[src/rtl/riscv_pkg.sv]
// rtl/riscv_pkg.sv - shared RV32M types and sign fixup helper for the mul/div unit
package riscv_pkg;

   localparam int XLEN = 32;

   typedef enum logic [2:0] {
      MD_MUL    = 3'd0,
      MD_MULH   = 3'd1,
      MD_MULHSU = 3'd2,
      MD_MULHU  = 3'd3,
      MD_DIV    = 3'd4,
      MD_DIVU   = 3'd5,
      MD_REM    = 3'd6,
      MD_REMU   = 3'd7
   } muldiv_op_e;

   typedef enum logic [1:0] {
      MD_IDLE,
      MD_CALC,
      MD_DONE
   } md_state_e;

   // Two's-complement negation wraps mod 2^(2*XLEN); callers slice out the half they need.
   function automatic logic [2*XLEN-1:0] md_sign_fix(input logic [2*XLEN-1:0] val,
                                                     input logic neg);
      return neg ? -val : val;
   endfunction

endpackage

[src/rtl/riscv_muldiv.sv]
// rtl/riscv_muldiv.sv - iterative RV32M multiply/divide unit, one radix-2 step per cycle
module riscv_muldiv #(
   parameter int XLEN       = riscv_pkg::XLEN,
   parameter int ADDR_WIDTH = 5
) (
   input  logic                  clk,
   input  logic                  nrst,
   input  logic                  start,
   input  logic [2:0]            funct3,
   input  logic [XLEN-1:0]       op_a,
   input  logic [XLEN-1:0]       op_b,
   input  logic [ADDR_WIDTH-1:0] rd_in,
   output logic                  busy,
   output logic                  done,
   output logic [XLEN-1:0]       result,
   output logic                  wr_en,
   output logic [ADDR_WIDTH-1:0] wr_addr
);
   import riscv_pkg::*;

   localparam int CW = $clog2(XLEN);

   md_state_e             state_q, state_d;
   muldiv_op_e            op_q, op_d;
   logic                  neg_q, neg_d;
   logic [2*XLEN-1:0]     acc_q, acc_d;
   logic [XLEN-1:0]       opb_q, opb_d;
   logic [XLEN-1:0]       result_q, result_d;
   logic [CW-1:0]         cnt_q, cnt_d;
   logic [ADDR_WIDTH-1:0] wr_addr_q, wr_addr_d;

   muldiv_op_e        op_in;
   logic              signed_a, signed_b, sign_a, sign_b, is_rem_in, div_zero, div_ovf;
   logic [XLEN-1:0]   mag_a, mag_b;
   logic [XLEN:0]     mul_sum, rem_sh, rem_sub;
   logic              q_bit;
   logic [2*XLEN-1:0] step, fix_in, fix_out;
   logic [XLEN-1:0]   final_res;

   assign op_in     = muldiv_op_e'(funct3);
   assign signed_a  = op_in inside {MD_MUL, MD_MULH, MD_MULHSU, MD_DIV, MD_REM};
   assign signed_b  = op_in inside {MD_MUL, MD_MULH, MD_DIV, MD_REM};
   assign sign_a    = signed_a && op_a[XLEN-1];
   assign sign_b    = signed_b && op_b[XLEN-1];
   assign mag_a     = sign_a ? -op_a : op_a;
   assign mag_b     = sign_b ? -op_b : op_b;
   assign is_rem_in = op_in inside {MD_REM, MD_REMU};
   assign div_zero  = funct3[2] && (op_b == '0);
   assign div_ovf   = (op_in inside {MD_DIV, MD_REM}) && (op_a == {1'b1, {(XLEN-1){1'b0}}})
                      && (op_b == '1);

   // acc holds {product_hi, multiplier} for MUL* and {remainder, dividend/quotient} for DIV*.
   assign mul_sum = {1'b0, acc_q[2*XLEN-1:XLEN]} + {1'b0, (acc_q[0] ? opb_q : {XLEN{1'b0}})};
   assign rem_sh  = acc_q[2*XLEN-1:XLEN-1];
   assign rem_sub = rem_sh - {1'b0, opb_q};
   assign q_bit   = rem_sh >= {1'b0, opb_q};
   assign step    = op_q[2] ? {(q_bit ? rem_sub[XLEN-1:0] : rem_sh[XLEN-1:0]),
                               acc_q[XLEN-2:0], q_bit}
                            : {mul_sum, acc_q[XLEN-1:1]};

   always_comb begin
      fix_in = step;
      case (op_q)
         MD_DIV, MD_DIVU: fix_in = {{XLEN{1'b0}}, step[XLEN-1:0]};
         MD_REM, MD_REMU: fix_in = {{XLEN{1'b0}}, step[2*XLEN-1:XLEN]};
         default:         fix_in = step;
      endcase
      fix_out   = md_sign_fix(fix_in, neg_q);
      final_res = (op_q inside {MD_MULH, MD_MULHSU, MD_MULHU}) ? fix_out[2*XLEN-1:XLEN]
                                                              : fix_out[XLEN-1:0];
   end

   always_comb begin
      state_d   = state_q;
      op_d      = op_q;
      neg_d     = neg_q;
      acc_d     = acc_q;
      opb_d     = opb_q;
      result_d  = result_q;
      cnt_d     = cnt_q;
      wr_addr_d = wr_addr_q;
      case (state_q)
         MD_IDLE: begin
            if (start) begin
               op_d      = op_in;
               wr_addr_d = rd_in;
               cnt_d     = '0;
               if (div_zero) begin
                  result_d = is_rem_in ? op_a : {XLEN{1'b1}};
                  state_d  = MD_DONE;
               end else if (div_ovf) begin
                  result_d = is_rem_in ? {XLEN{1'b0}} : op_a;
                  state_d  = MD_DONE;
               end else begin
                  acc_d   = {{XLEN{1'b0}}, mag_a};
                  opb_d   = mag_b;
                  neg_d   = is_rem_in ? sign_a : (sign_a ^ sign_b);
                  state_d = MD_CALC;
               end
            end
         end
         MD_CALC: begin
            acc_d = step;
            cnt_d = cnt_q + CW'(1);
            if (cnt_q == CW'(XLEN-1)) begin
               result_d = final_res;
               cnt_d    = '0;
               state_d  = MD_DONE;
            end
         end
         MD_DONE: state_d = MD_IDLE;
         default: state_d = MD_IDLE;
      endcase
   end

   always_ff @(posedge clk or negedge nrst) begin
      if (!nrst) begin
         state_q   <= MD_IDLE;
         op_q      <= MD_MUL;
         neg_q     <= 1'b0;
         acc_q     <= '0;
         opb_q     <= '0;
         result_q  <= '0;
         cnt_q     <= '0;
         wr_addr_q <= '0;
      end else begin
         state_q   <= state_d;
         op_q      <= op_d;
         neg_q     <= neg_d;
         acc_q     <= acc_d;
         opb_q     <= opb_d;
         result_q  <= result_d;
         cnt_q     <= cnt_d;
         wr_addr_q <= wr_addr_d;
      end
   end

   assign busy    = (state_q != MD_IDLE);
   assign done    = (state_q == MD_DONE);
   assign wr_en   = done && (wr_addr_q != '0);
   assign result  = result_q;
   assign wr_addr = wr_addr_q;

endmodule

[config.mk]
export PLATFORM = sky130hd
export DESIGN_NAME = riscv_muldiv
export DESIGN_NICKNAME = d
export VERILOG_FILES = /design/src/rtl/riscv_pkg.sv /design/src/rtl/riscv_muldiv.sv
export SDC_FILE = /design/constraint.sdc
export NUM_CORES = 1
export LEC_CHECK = 0
export CAP_MARGIN = 20
export CORE_MARGIN = 3
export CORE_UTILIZATION = 29
export CTS_CLUSTER_SIZE = 30
export DETAILED_ROUTE_END_ITERATION = 8
export GPL_TIMING_DRIVEN = 0
export PLACE_DENSITY = 0.53
export SLEW_MARGIN = 30
export SYNTH_ARGS = -nofsm -noshare
export SYNTH_HDL_FRONTEND = slang
export SYNTH_SLANG_ARGS = --single-unit
[constraint.sdc]
create_clock -name clk -period 12.85 [get_ports clk]
set_clock_uncertainty 0.1 [all_clocks]
set_input_delay 1.9275 -clock clk [delete_from_list [all_inputs] [get_ports clk]]
set_output_delay 1.9275 -clock clk [all_outputs]
set_load 0.01 [all_outputs]
; Word level (Yosys, flattened, before mapping)
; Cells that the tools add are included.
[op_classes]
n_mux = 28
reduce_logical = 25
eq_ne = 22
magnitude_cmp = 1
addsub = 6
n_bitwise = 3
[ops]
columns = cell, count
row1 = $mux W32, 11
row2 = $mux W64, 5
row3 = $pmux W64 S2, 2
row4 = $eq A32 B32 Y1 const B, 2
row5 = $neg A32 Y32, 2
row6 = $neg A64 Y64, 1
row7 = $pmux W32 S2, 1
row8 = $add A32 B32 Y33, 1
row9 = $ge A33 B32 Y1, 1
row10 = $logic_not A32 Y1, 1
row11 = $sub A32 B32 Y32, 1
row12 = $eq A3 B3 Y1 const B, 7
row13 = $reduce_and A4 Y1, 3
row14 = $mux W5, 2
row15 = $pmux W5 S2, 1
row16 = $reduce_bool A5 Y1, 2
row17 = $eq A3 B2 Y1 const B, 3
row18 = $mux W2, 4
row19 = $ne A2 B2 Y1 const B, 4
row20 = $reduce_bool A2 Y1, 4
row21 = $eq A3 B1 Y1 const B, 2
row22 = $logic_and A1 B1 Y1, 6
row23 = $reduce_and A2 Y1, 3
row24 = $add A5 B1 Y5 const B, 1
row25 = 13 further kinds, 15
[word_totals]
word_cells = 93
register_bits = 144
out_inout_bits = 40

; Depth between registers and ports, before layout
; Gate-level depths: netlist (run 1).
[logic_depth]
depth_word = 9
mapped_depth = 26

; Worst setup path after synthesis (run 1)
; No wires, ideal clock.
[synth_path]
path_kind = register to register
startpoint = reg acc_q[33]
endpoint = reg result_q[28], in the netlist result[28]
path_stages_with_launch = 22
setup_ns = 0.125
arrival_time_ns = 4.781
path_buffers = 3
setup_slack_ns = 7.844
period_less_slack_ns = 5.006
required_time_ns = 12.625
cell_sequence = dfrtp_1 ha_1 nor2_1 a211o_4 a211oi_4 o311ai_4 nand2_4 buf_4 clkbuf_1 clkbuf_1 nor2_1 a21oi_1 ha_1 nand2_1 nor2_1 a31oi_1 and2_1 a2111o_1 or4_1 o31ai_1 mux2i_1 o21ai_1
[synth_between]
elab_chain_len = 9
[synth_rtl]
columns = item, line_no
row1 = "start, declared", riscv_muldiv.sv:26  ; logic [2*XLEN-1:0] acc_q, acc_d;
row2 = "start signal, assigned", riscv_muldiv.sv:121  ; acc_q <= '0;
row3 = "start signal, assigned", riscv_muldiv.sv:130  ; acc_q <= acc_d;
row4 = $sub A32 B32 Y32 or $ge A33 B32 Y1 (tied branches), "riscv_muldiv.sv:55, riscv_muldiv.sv:56"
row5 = $mux W32, riscv_muldiv.sv:57  ; assign step = op_q[2] ? {(q_bit ? rem_sub[XLEN-1:0] : rem_sh[XLEN-1:0]),
row6 = $mux W64 (*), riscv_muldiv.sv:57
row7 = $pmux W64 S2 (*), riscv_muldiv.sv:63  ; case (op_q)
row8 = $neg A64 Y64, riscv_pkg.sv:26  ; return neg ? -val : val;
row9 = $mux W64 (*), riscv_pkg.sv:26
row10 = $mux W32 (*), riscv_muldiv.sv:69  ; final_res = (op_q inside {MD_MULH, MD_MULHSU, MD_MULHU}) ? fix_out[2*XLEN-1:XLEN]
row11 = $mux W32 (*), riscv_muldiv.sv:105  ; if (cnt_q == CW'(XLEN-1)) begin
row12 = $pmux W32 S2 (*), riscv_muldiv.sv:82  ; case (state_q)
row13 = "end signal, assigned", riscv_muldiv.sv:132  ; result_q <= result_d;
row14 = "end, declared", riscv_muldiv.sv:28  ; logic [XLEN-1:0] result_q, result_d;
; Mark *: on every way between the ends. The rest lies on a longest branch, timed or not. The select of a mux whose other input is x is not followed.
; A chain may end at the register's enable or synchronous reset.

; Final worst setup path (run 1)
[layout_path]
startpoint = reg acc_q[53]
endpoint = reg result_q[24], in the netlist result[24]
; Same word-level chain as after synthesis.

==> results of run 1 <==
-- routing by layer --
layer	wire length [µm]	up-vias
li1	-	8678
met1	40700	9776
met2	41200	1090
met3	8770	218
met4	4570	8
met5	126	-
-- registers in the layout, summed over array words and instances, names as in the netlist --
register  cells
acc_q        64
opb_q        32
result       32
cnt_q         5
wr_addr       5
op_q          3
state_q       2
neg_q         1
-- layout make-up --
type | instances | area [µm²] | area share, %
multi-input cells | 1900 | 12300 | 63.0
plain buffers | 158 | 661 | 3.39
diodes | 1 | 2.50 | 0.0128
clock buffers | 18 | 439 | 2.25
inverters | 64 | 240 | 1.23
clock inverters | 12 | 159 | 0.815
flip-flops and latches | 144 | 3600 | 18.5
repair buffers | 114 | 1170 | 5.99
well taps | 756 | 946 | 4.85
-- cell families after synthesis --
logic type | share of synthesized area, %
simple gates | 26.5
compound gates | 29.9
buf+inv | 5.39
flops | 21.6
xor+xnor | 6.19
mux | 4.94
fa+ha+maj | 5.49
-- worst max-delay path by stage --
stage                             endpoint  slack [ns]  depth (start not counted)
floorplan           result[28]$_DFFE_PN0P_        7.84                         21
global placement     opb_q[16]$_DFFE_PN0P_        3.39                          1
detailed placement   result[9]$_DFFE_PN0P_        5.60                         15
CTS                 result[20]$_DFFE_PN0P_        5.69                         23
global route         result[8]$_DFFE_PN0P_        5.17                         23
finish              result[24]$_DFFE_PN0P_        5.35                         23
-- tightest hold or removal path: cells and delay by family, from the launching register on --
family	cells	cell delay, ns
DFF	1	0.36
and+or+nand+nor	1	0.05
AOI/OAI and AO/OA	1	0.05
-- per-stage QoR --
step	area (µm²)	setup WS (ns)
final	19500	5.35
after global routing	19500	5.17
after CTS	19500	5.69
after detailed placement	18900	5.60
after global placement	18800	3.39
after floorplan	16700	7.84
-- cell usage in the layout (no fill, tap or decap), types with 28 or more instances in the layout --
master             n
xor2_1            50
and2_1            56
a31oi_1           36
nor2_1           176
nand2_1          265
o31ai_1           31
nand3_1           57
a21oi_1          214
o211ai_1          29
clkbuf_1         117
nor4_1            28
o21ai_0          171
inv_1             63
dfrtp_1          144
ha_1              70
xnor2_1           62
mux2i_1           57
clkdlybuf4s50_1  111
and3_1            30
nand4_1           35
nor3_1            79
==> impl_metrics.xml, run 1 <==
<?xml version="1.0" encoding="UTF-8"?>
<metrics>
  <group name="run_status">
    <metric name="run_status" unit="">finished, final reports clean</metric>
  </group>
  <group name="place">
    <metric name="place_congestion" unit="">1.01</metric>
    <metric name="dp.final_hpwl" unit="mm">77.4</metric>
    <metric name="port_buffers" unit="">112</metric>
    <metric name="placed_cells_incl_taps" unit="">3135</metric>
  </group>
  <group name="clock_tree">
    <metric name="postCtsSetupBuffers" unit="">0</metric>
    <metric name="cts_resized" unit="">0</metric>
    <metric name="cts.sink_count" unit="">144</metric>
    <metric name="cts.htree.levels" unit="">4</metric>
    <metric name="cts_tree" unit="">yes</metric>
    <metric name="cts_hold_repair.buffers" unit="">0</metric>
    <metric name="clkTransAtPathRegs" unit="ns">0.07</metric>
    <metric name="tritoncts.num_buffers" unit="">17</metric>
    <metric name="clock_insertion_delay_worst_skew" unit="ns">0.49</metric>
    <metric name="root_buffer" unit="">clkbuf_16</metric>
    <metric name="clockBufferDepth" unit="">2</metric>
  </group>
  <group name="final_layout">
    <metric name="area_delta_synth_final" unit="%">16.8</metric>
    <metric name="final_cell_count_no_fill" unit="">3167</metric>
    <metric name="nNetsFinal" unit="">2546</metric>
    <metric name="fillers" unit="">6074</metric>
    <metric name="drive_gt1_share" unit="%">6.60</metric>
    <metric name="post-route-util" unit="%">34.4</metric>
  </group>
  <group name="route">
    <metric name="detailroute.via_count" unit="">19800</metric>
    <metric name="drc" unit="">0</metric>
    <metric name="ant_nets" unit="">0</metric>
    <metric name="wl_cell" unit="µm">30.1</metric>
    <metric name="routed_via_density" unit="">6.24</metric>
    <metric name="drt_first_pass_iters" unit="">6</metric>
    <metric name="finalWirelength" unit="mm">95.3</metric>
    <metric name="detail_route.iter0.violations" unit="">2227</metric>
  </group>
  <group name="synth">
    <metric name="synth_edf_count" unit="">0</metric>
    <metric name="ys.flop_type" unit="">dfrtp_1</metric>
    <metric name="yosys.cell_count.top_type" unit="">nand2_1</metric>
    <metric name="postSynthRegisterBits" unit="">144</metric>
    <metric name="synth.net_count" unit="">2413</metric>
    <metric name="synth_top_cells_by_area" unit="">dfrtp_1, a21oi_1, nand2_1, ha_1, o21ai_0</metric>
    <metric name="synth.top_cell.area_share" unit="%">21.6</metric>
    <metric name="share_of_synthesized_area_occupied_by_flip_flops_and_latches" unit="%">21.6</metric>
    <metric name="asyncSetResetFlopFracSynth" unit="%">100</metric>
    <metric name="syn-cell-area" unit="mm²">0.0167</metric>
    <metric name="synth_top_cells_by_count" unit="">nand2_1, a21oi_1, nor2_1</metric>
    <metric name="post-synth-top-area-cell" unit="">dfrtp_1</metric>
    <metric name="postSynthCellCount" unit="">2266</metric>
    <metric name="syn_area_per_cell" unit="µm²">7.37</metric>
    <metric name="yosysUniqueCellTypes" unit="">107</metric>
    <metric name="yosys_warnings" unit="">0</metric>
  </group>
  <group name="global_route">
    <metric name="global_route.usage.met1" unit="%">41.4</metric>
    <metric name="grt_antenna_before_repair" unit="">6</metric>
    <metric name="first_pass_grt_wire_length" unit="mm">135</metric>
    <metric name="met2_usage" unit="%">46.9</metric>
    <metric name="track_usage" unit="%">31.0</metric>
    <metric name="grt_pass1_vias" unit="">18700</metric>
    <metric name="grt.met3_usage" unit="%">7.79</metric>
    <metric name="grt.overflow.total" unit="">0</metric>
    <metric name="gr-max-usage-layer" unit="">met2</metric>
    <metric name="grt_start_max_net_pins" unit="">80</metric>
  </group>
  <group name="sta">
    <metric name="worst_pin_slew" unit="ns">1.16</metric>
    <metric name="hold_slack" unit="ns">0.401</metric>
    <metric name="grt_setup_unrepaired" unit="">false</metric>
    <metric name="finalCritPeriodShare" unit="%">58.3</metric>
    <metric name="fmaxAchievable" unit="GHz">0.133</metric>
    <metric name="fin_setup_tns" unit="ns">0</metric>
    <metric name="finalHoldViolations" unit="">0</metric>
    <metric name="finalWorstPathRequiredPeriod" unit="ns">7.50</metric>
    <metric name="maxSlewViolCount" unit="">0</metric>
    <metric name="finalSetupViolCount" unit="">0</metric>
    <metric name="maxSlewHeadroom" unit="%">22.5</metric>
  </group>
  <group name="run">
    <metric name="max_cap_check_violation_count" unit="">0</metric>
  </group>
  <group name="critical_path">
    <metric name="cp_data_required_time" unit="ns">13.12</metric>
    <metric name="critical_path.top_delay_family" unit="">simple AND/OR/NAND/NOR gates</metric>
    <metric name="crit_arrival" unit="ns">7.76</metric>
    <metric name="timing.reg2reg.worst_path_depth" unit="">23</metric>
    <metric name="critPathBufInv" unit="">4</metric>
    <metric name="critPathMaxStageDelay" unit="ns">0.60</metric>
    <metric name="timing_worst_setup_path_type" unit="">register to register</metric>
    <metric name="crit_path_max_fanout" unit="">10</metric>
    <metric name="crit_path_start_kind" unit="">register</metric>
    <metric name="worst-r2r-setup-slack" unit="ns">5.35</metric>
    <metric name="critical_path.reg2reg.startpoint" unit="">acc_q[53]$_DFFE_PN0P_</metric>
    <metric name="regToRegEndpoint" unit="">result[24]$_DFFE_PN0P_</metric>
    <metric name="critical_path.endpoint_type" unit="">register</metric>
    <metric name="crit_start" unit="">acc_q[53]$_DFFE_PN0P_</metric>
    <metric name="crit_path_top_delay_cell" unit="">clkbuf_1</metric>
    <metric name="critical_path.cell_chain" unit="">ha_1, buf_2, a21oi_1, o21a_1, o21ai_1, a211oi_4, nand2_4, buf_4, clkbuf_1, clkbuf_1, nor2_1, a21oi_1, ha_1, nand2_1, nor2_1, a31oi_1, nand2_1, nand4_1, nand3b_1, nor4_2, nand4_1, o21ai_0, a31oi_1</metric>
  </group>
  <group name="floorplan">
    <metric name="die_y" unit="µm">246</metric>
    <metric name="core_area" unit="mm²">0.0567</metric>
    <metric name="initial_core_utilization" unit="%">29.4</metric>
    <metric name="placement_rows" unit="">87</metric>
    <metric name="top_level_ports" unit="">115</metric>
    <metric name="design.die.area" unit="mm²">0.0605</metric>
    <metric name="floorplan.die.width" unit="µm">246</metric>
  </group>
  <group name="hold_path">
    <metric name="timing.hold.worst_endpoint" unit="">result[3]$_DFFE_PN0P_</metric>
    <metric name="hold_path_class" unit="">register to register</metric>
    <metric name="timing.hold.worst.start" unit="">result[3]$_DFFE_PN0P_</metric>
    <metric name="timing.hold.worst_path_depth" unit="">2</metric>
  </group>
</metrics>
Power of run 1 is left out: the tool's default activity adds up to more than one toggle a clock period on the data nets, which glitch-free logic cannot reach.
==> run 2, diff against run 1 <==
- PLACE_DENSITY: 0.53 -> 0.55
- clock period: 12.85 -> 6.7 ns (I/O delays scaled with it)
==> run 2 against run 1 <==
The flow now finishes with violations (setup timing); maximum frequency rose by 11%; non-clock buffer count rose by 3; flip-flop and latch count did not move; utilization barely moved; first-iteration DRC count rose by 17%; global-route usage fell by 0.64 points; critical path depth fell by 11; critical endpoint is now acc_q[56]$_DFFE_PN0P_.
==> impl_metrics.xml, run 2 (synthesized netlist as in run 1, its figures left out) <==
<?xml version="1.0" encoding="UTF-8"?>
<metrics>
  <group name="clock_tree">
    <metric name="tritoncts.num_buffers" unit="">17</metric>
    <metric name="clockBufferDepth" unit="">2</metric>
    <metric name="root_buffer" unit="">clkbuf_16</metric>
    <metric name="cts.sink_count" unit="">144</metric>
    <metric name="clkTransAtPathRegs" unit="ns">0.09</metric>
    <metric name="cts.htree.levels" unit="">4</metric>
    <metric name="cts_tree" unit="">yes</metric>
    <metric name="clock_insertion_delay_worst_skew" unit="ns">0.51</metric>
  </group>
  <group name="global_route">
    <metric name="grt_antenna_before_repair" unit="">4</metric>
    <metric name="first_pass_grt_wire_length" unit="mm">132</metric>
    <metric name="track_usage" unit="%">30.4</metric>
    <metric name="grt_start_max_net_pins" unit="">80</metric>
    <metric name="grt.overflow.total" unit="">0</metric>
    <metric name="grt_pass1_vias" unit="">18500</metric>
  </group>
  <group name="sta">
    <metric name="finalHoldViolations" unit="">0</metric>
    <metric name="fmaxAchievable" unit="GHz">0.148</metric>
    <metric name="maxSlewViolCount" unit="">0</metric>
    <metric name="finalCritPeriodShare" unit="%">101</metric>
    <metric name="final.setup.worst_slack" unit="ns">-0.0371</metric>
    <metric name="finalSetupViolCount" unit="">1</metric>
    <metric name="grt_setup_unrepaired" unit="">false</metric>
    <metric name="worst_pin_slew" unit="ns">1.08</metric>
    <metric name="finalWorstPathRequiredPeriod" unit="ns">6.74</metric>
    <metric name="maxSlewHeadroom" unit="%">27.2</metric>
  </group>
  <group name="final_layout">
    <metric name="area_delta_synth_final" unit="%">16.8</metric>
    <metric name="mostFrequentLayoutCell" unit="">nand2_1</metric>
    <metric name="multi_input_comb_area" unit="mm²">0.0123</metric>
    <metric name="fillers" unit="">6065</metric>
    <metric name="nNetsFinal" unit="">2549</metric>
    <metric name="drive_gt1_share" unit="%">7.13</metric>
    <metric name="largest_register_ffs" unit="">64</metric>
    <metric name="most-common-layout-cells" unit="">nand2_1, a21oi_1, nor2_1</metric>
    <metric name="top_register" unit="">acc_q</metric>
    <metric name="area.sequential" unit="mm²">0.00360</metric>
  </group>
  <group name="floorplan">
    <metric name="initial_core_utilization" unit="%">29.4</metric>
    <metric name="core_area" unit="mm²">0.0567</metric>
    <metric name="die_y" unit="µm">246</metric>
    <metric name="floorplan.die.width" unit="µm">246</metric>
    <metric name="top_level_ports" unit="">115</metric>
    <metric name="design.die.area" unit="mm²">0.0605</metric>
    <metric name="placement_rows" unit="">87</metric>
  </group>
  <group name="hold_path">
    <metric name="hold_path_class" unit="">input port to async pin</metric>
  </group>
  <group name="place">
    <metric name="dp.final_hpwl" unit="mm">75.8</metric>
    <metric name="place_worst_setup_slack" unit="ns">-0.525</metric>
    <metric name="port_buffers" unit="">112</metric>
    <metric name="place_congestion" unit="">1.06</metric>
  </group>
  <group name="route">
    <metric name="drt_first_pass_iters" unit="">7</metric>
    <metric name="routed_via_density" unit="">6.24</metric>
    <metric name="wl_met2" unit="mm">40.5</metric>
    <metric name="detailroute.via_count" unit="">19800</metric>
    <metric name="wl_cell" unit="µm">29.5</metric>
    <metric name="wl_met1" unit="mm">39.2</metric>
    <metric name="drc" unit="">0</metric>
    <metric name="highest-signal-layer" unit="">met4</metric>
    <metric name="detail_route.iter0.violations" unit="">2597</metric>
    <metric name="detailroute.wirelength.met3" unit="mm">9.02</metric>
    <metric name="ant_nets" unit="">0</metric>
    <metric name="finalWirelength" unit="mm">93.4</metric>
  </group>
  <group name="run_status">
    <metric name="run_status" unit="">finished, violations left</metric>
    <metric name="violations" unit="">setup timing</metric>
  </group>
  <group name="critical_path">
    <metric name="timing.reg2reg.worst_path_depth" unit="">12</metric>
    <metric name="critical_path.endpoint_type" unit="">register</metric>
    <metric name="crit_path_top_delay_cell" unit="">buf_1</metric>
    <metric name="critical_path.cell_chain" unit="">clkbuf_1, clkbuf_1, buf_1, buf_2, buf_2, buf_1, buf_1, buf_2, buf_2, buf_1, nor2_1, o32ai_1</metric>
    <metric name="worst-r2r-setup-slack" unit="ns">-0.04</metric>
    <metric name="critical_path.reg2reg.startpoint" unit="">op_q[2]$_DFFE_PN0P_</metric>
    <metric name="regToRegEndpoint" unit="">acc_q[56]$_DFFE_PN0P_</metric>
    <metric name="critPathMaxStageDelay" unit="ns">0.73</metric>
    <metric name="crit_path_start_kind" unit="">register</metric>
    <metric name="cp_data_required_time" unit="ns">6.97</metric>
    <metric name="critPathBufInv" unit="">10</metric>
    <metric name="crit_path_max_fanout" unit="">10</metric>
    <metric name="timing_worst_setup_path_type" unit="">register to register</metric>
    <metric name="critical_path.top_delay_family" unit="">buffers and inverters</metric>
    <metric name="crit_arrival" unit="ns">7.01</metric>
  </group>
  <group name="run">
    <metric name="max_cap_check_violation_count" unit="">0</metric>
  </group>
</metrics>
run 2: what timing repair did:
| action | in CTS | in global routing |
|---|---|---|
| setup endpoints to repair | 11 | 14 |
| hold endpoints to repair | 0 | 0 |
| pin swaps | 0 | 1 |
| hold buffers | 0 | 0 |
| buffers inserted | 0 | 4 |
| resized for setup | 2 | 13 |
run 2: how the worst max path moves through the flow:
stage | slack, ns | cells past startpoint | end | start
finish | -0.04 | 12 | acc_q[56]$_DFFE_PN0P_ | op_q[2]$_DFFE_PN0P_
global route | 0.003 | 25 | result[8]$_DFFE_PN0P_ | acc_q[37]$_DFFE_PN0P_
CTS | 0.02 | 21 | result[8]$_DFFE_PN0P_ | acc_q[53]$_DFFE_PN0P_
detailed placement | -0.53 | 23 | result[8]$_DFFE_PN0P_ | acc_q[53]$_DFFE_PN0P_
global placement | -1.76 | 1 | opb_q[16]$_DFFE_PN0P_ | nrst
floorplan | 1.69 | 21 | result[28]$_DFFE_PN0P_ | acc_q[33]$_DFFE_PN0P_
run 2: metal layers:
| metal | GRT usage, % | vias to the layer above |
|---|---|---|
| li1 | - | 8716 |
| met1 | 40.7 | 9750 |
| met2 | 46.6 | 1106 |
| met3 | 6.44 | 224 |
| met4 | 13.8 | 0 |
| met5 | 0 | - |
run 2: per-stage QoR:
step / TNS [ns] / std cells / utilization, % / hold slack, ns / cell area, µm²
final: -0.0371 / 3171 / 34.4 / 0.321 / 19500
after global routing: 0 / 3170 / 34.4 / 0.369 / 19500
after CTS: 0 / 3166 / 34.2 / 0.336 / 19400
after detailed placement: -1.82 / 3136 / 33.2 / 0.378 / 18900
after global placement: -250.25 / 3134 / 33.1 / 0.371 / 18800
after floorplan: 0 / 2266 / - / 0.373 / 16700
run 2: area by class of cell:
type                    count  area share [%]
multi-input cells        1900            63.1
plain buffers             157            3.40
clock inverters            13           0.654
flip-flops and latches    144            18.5
repair buffers            118            6.09
inverters                  64            1.23
diodes                      1          0.0128
clock buffers              18            2.20
well taps                 756            4.85
Power of run 2 is left out for the same reason.
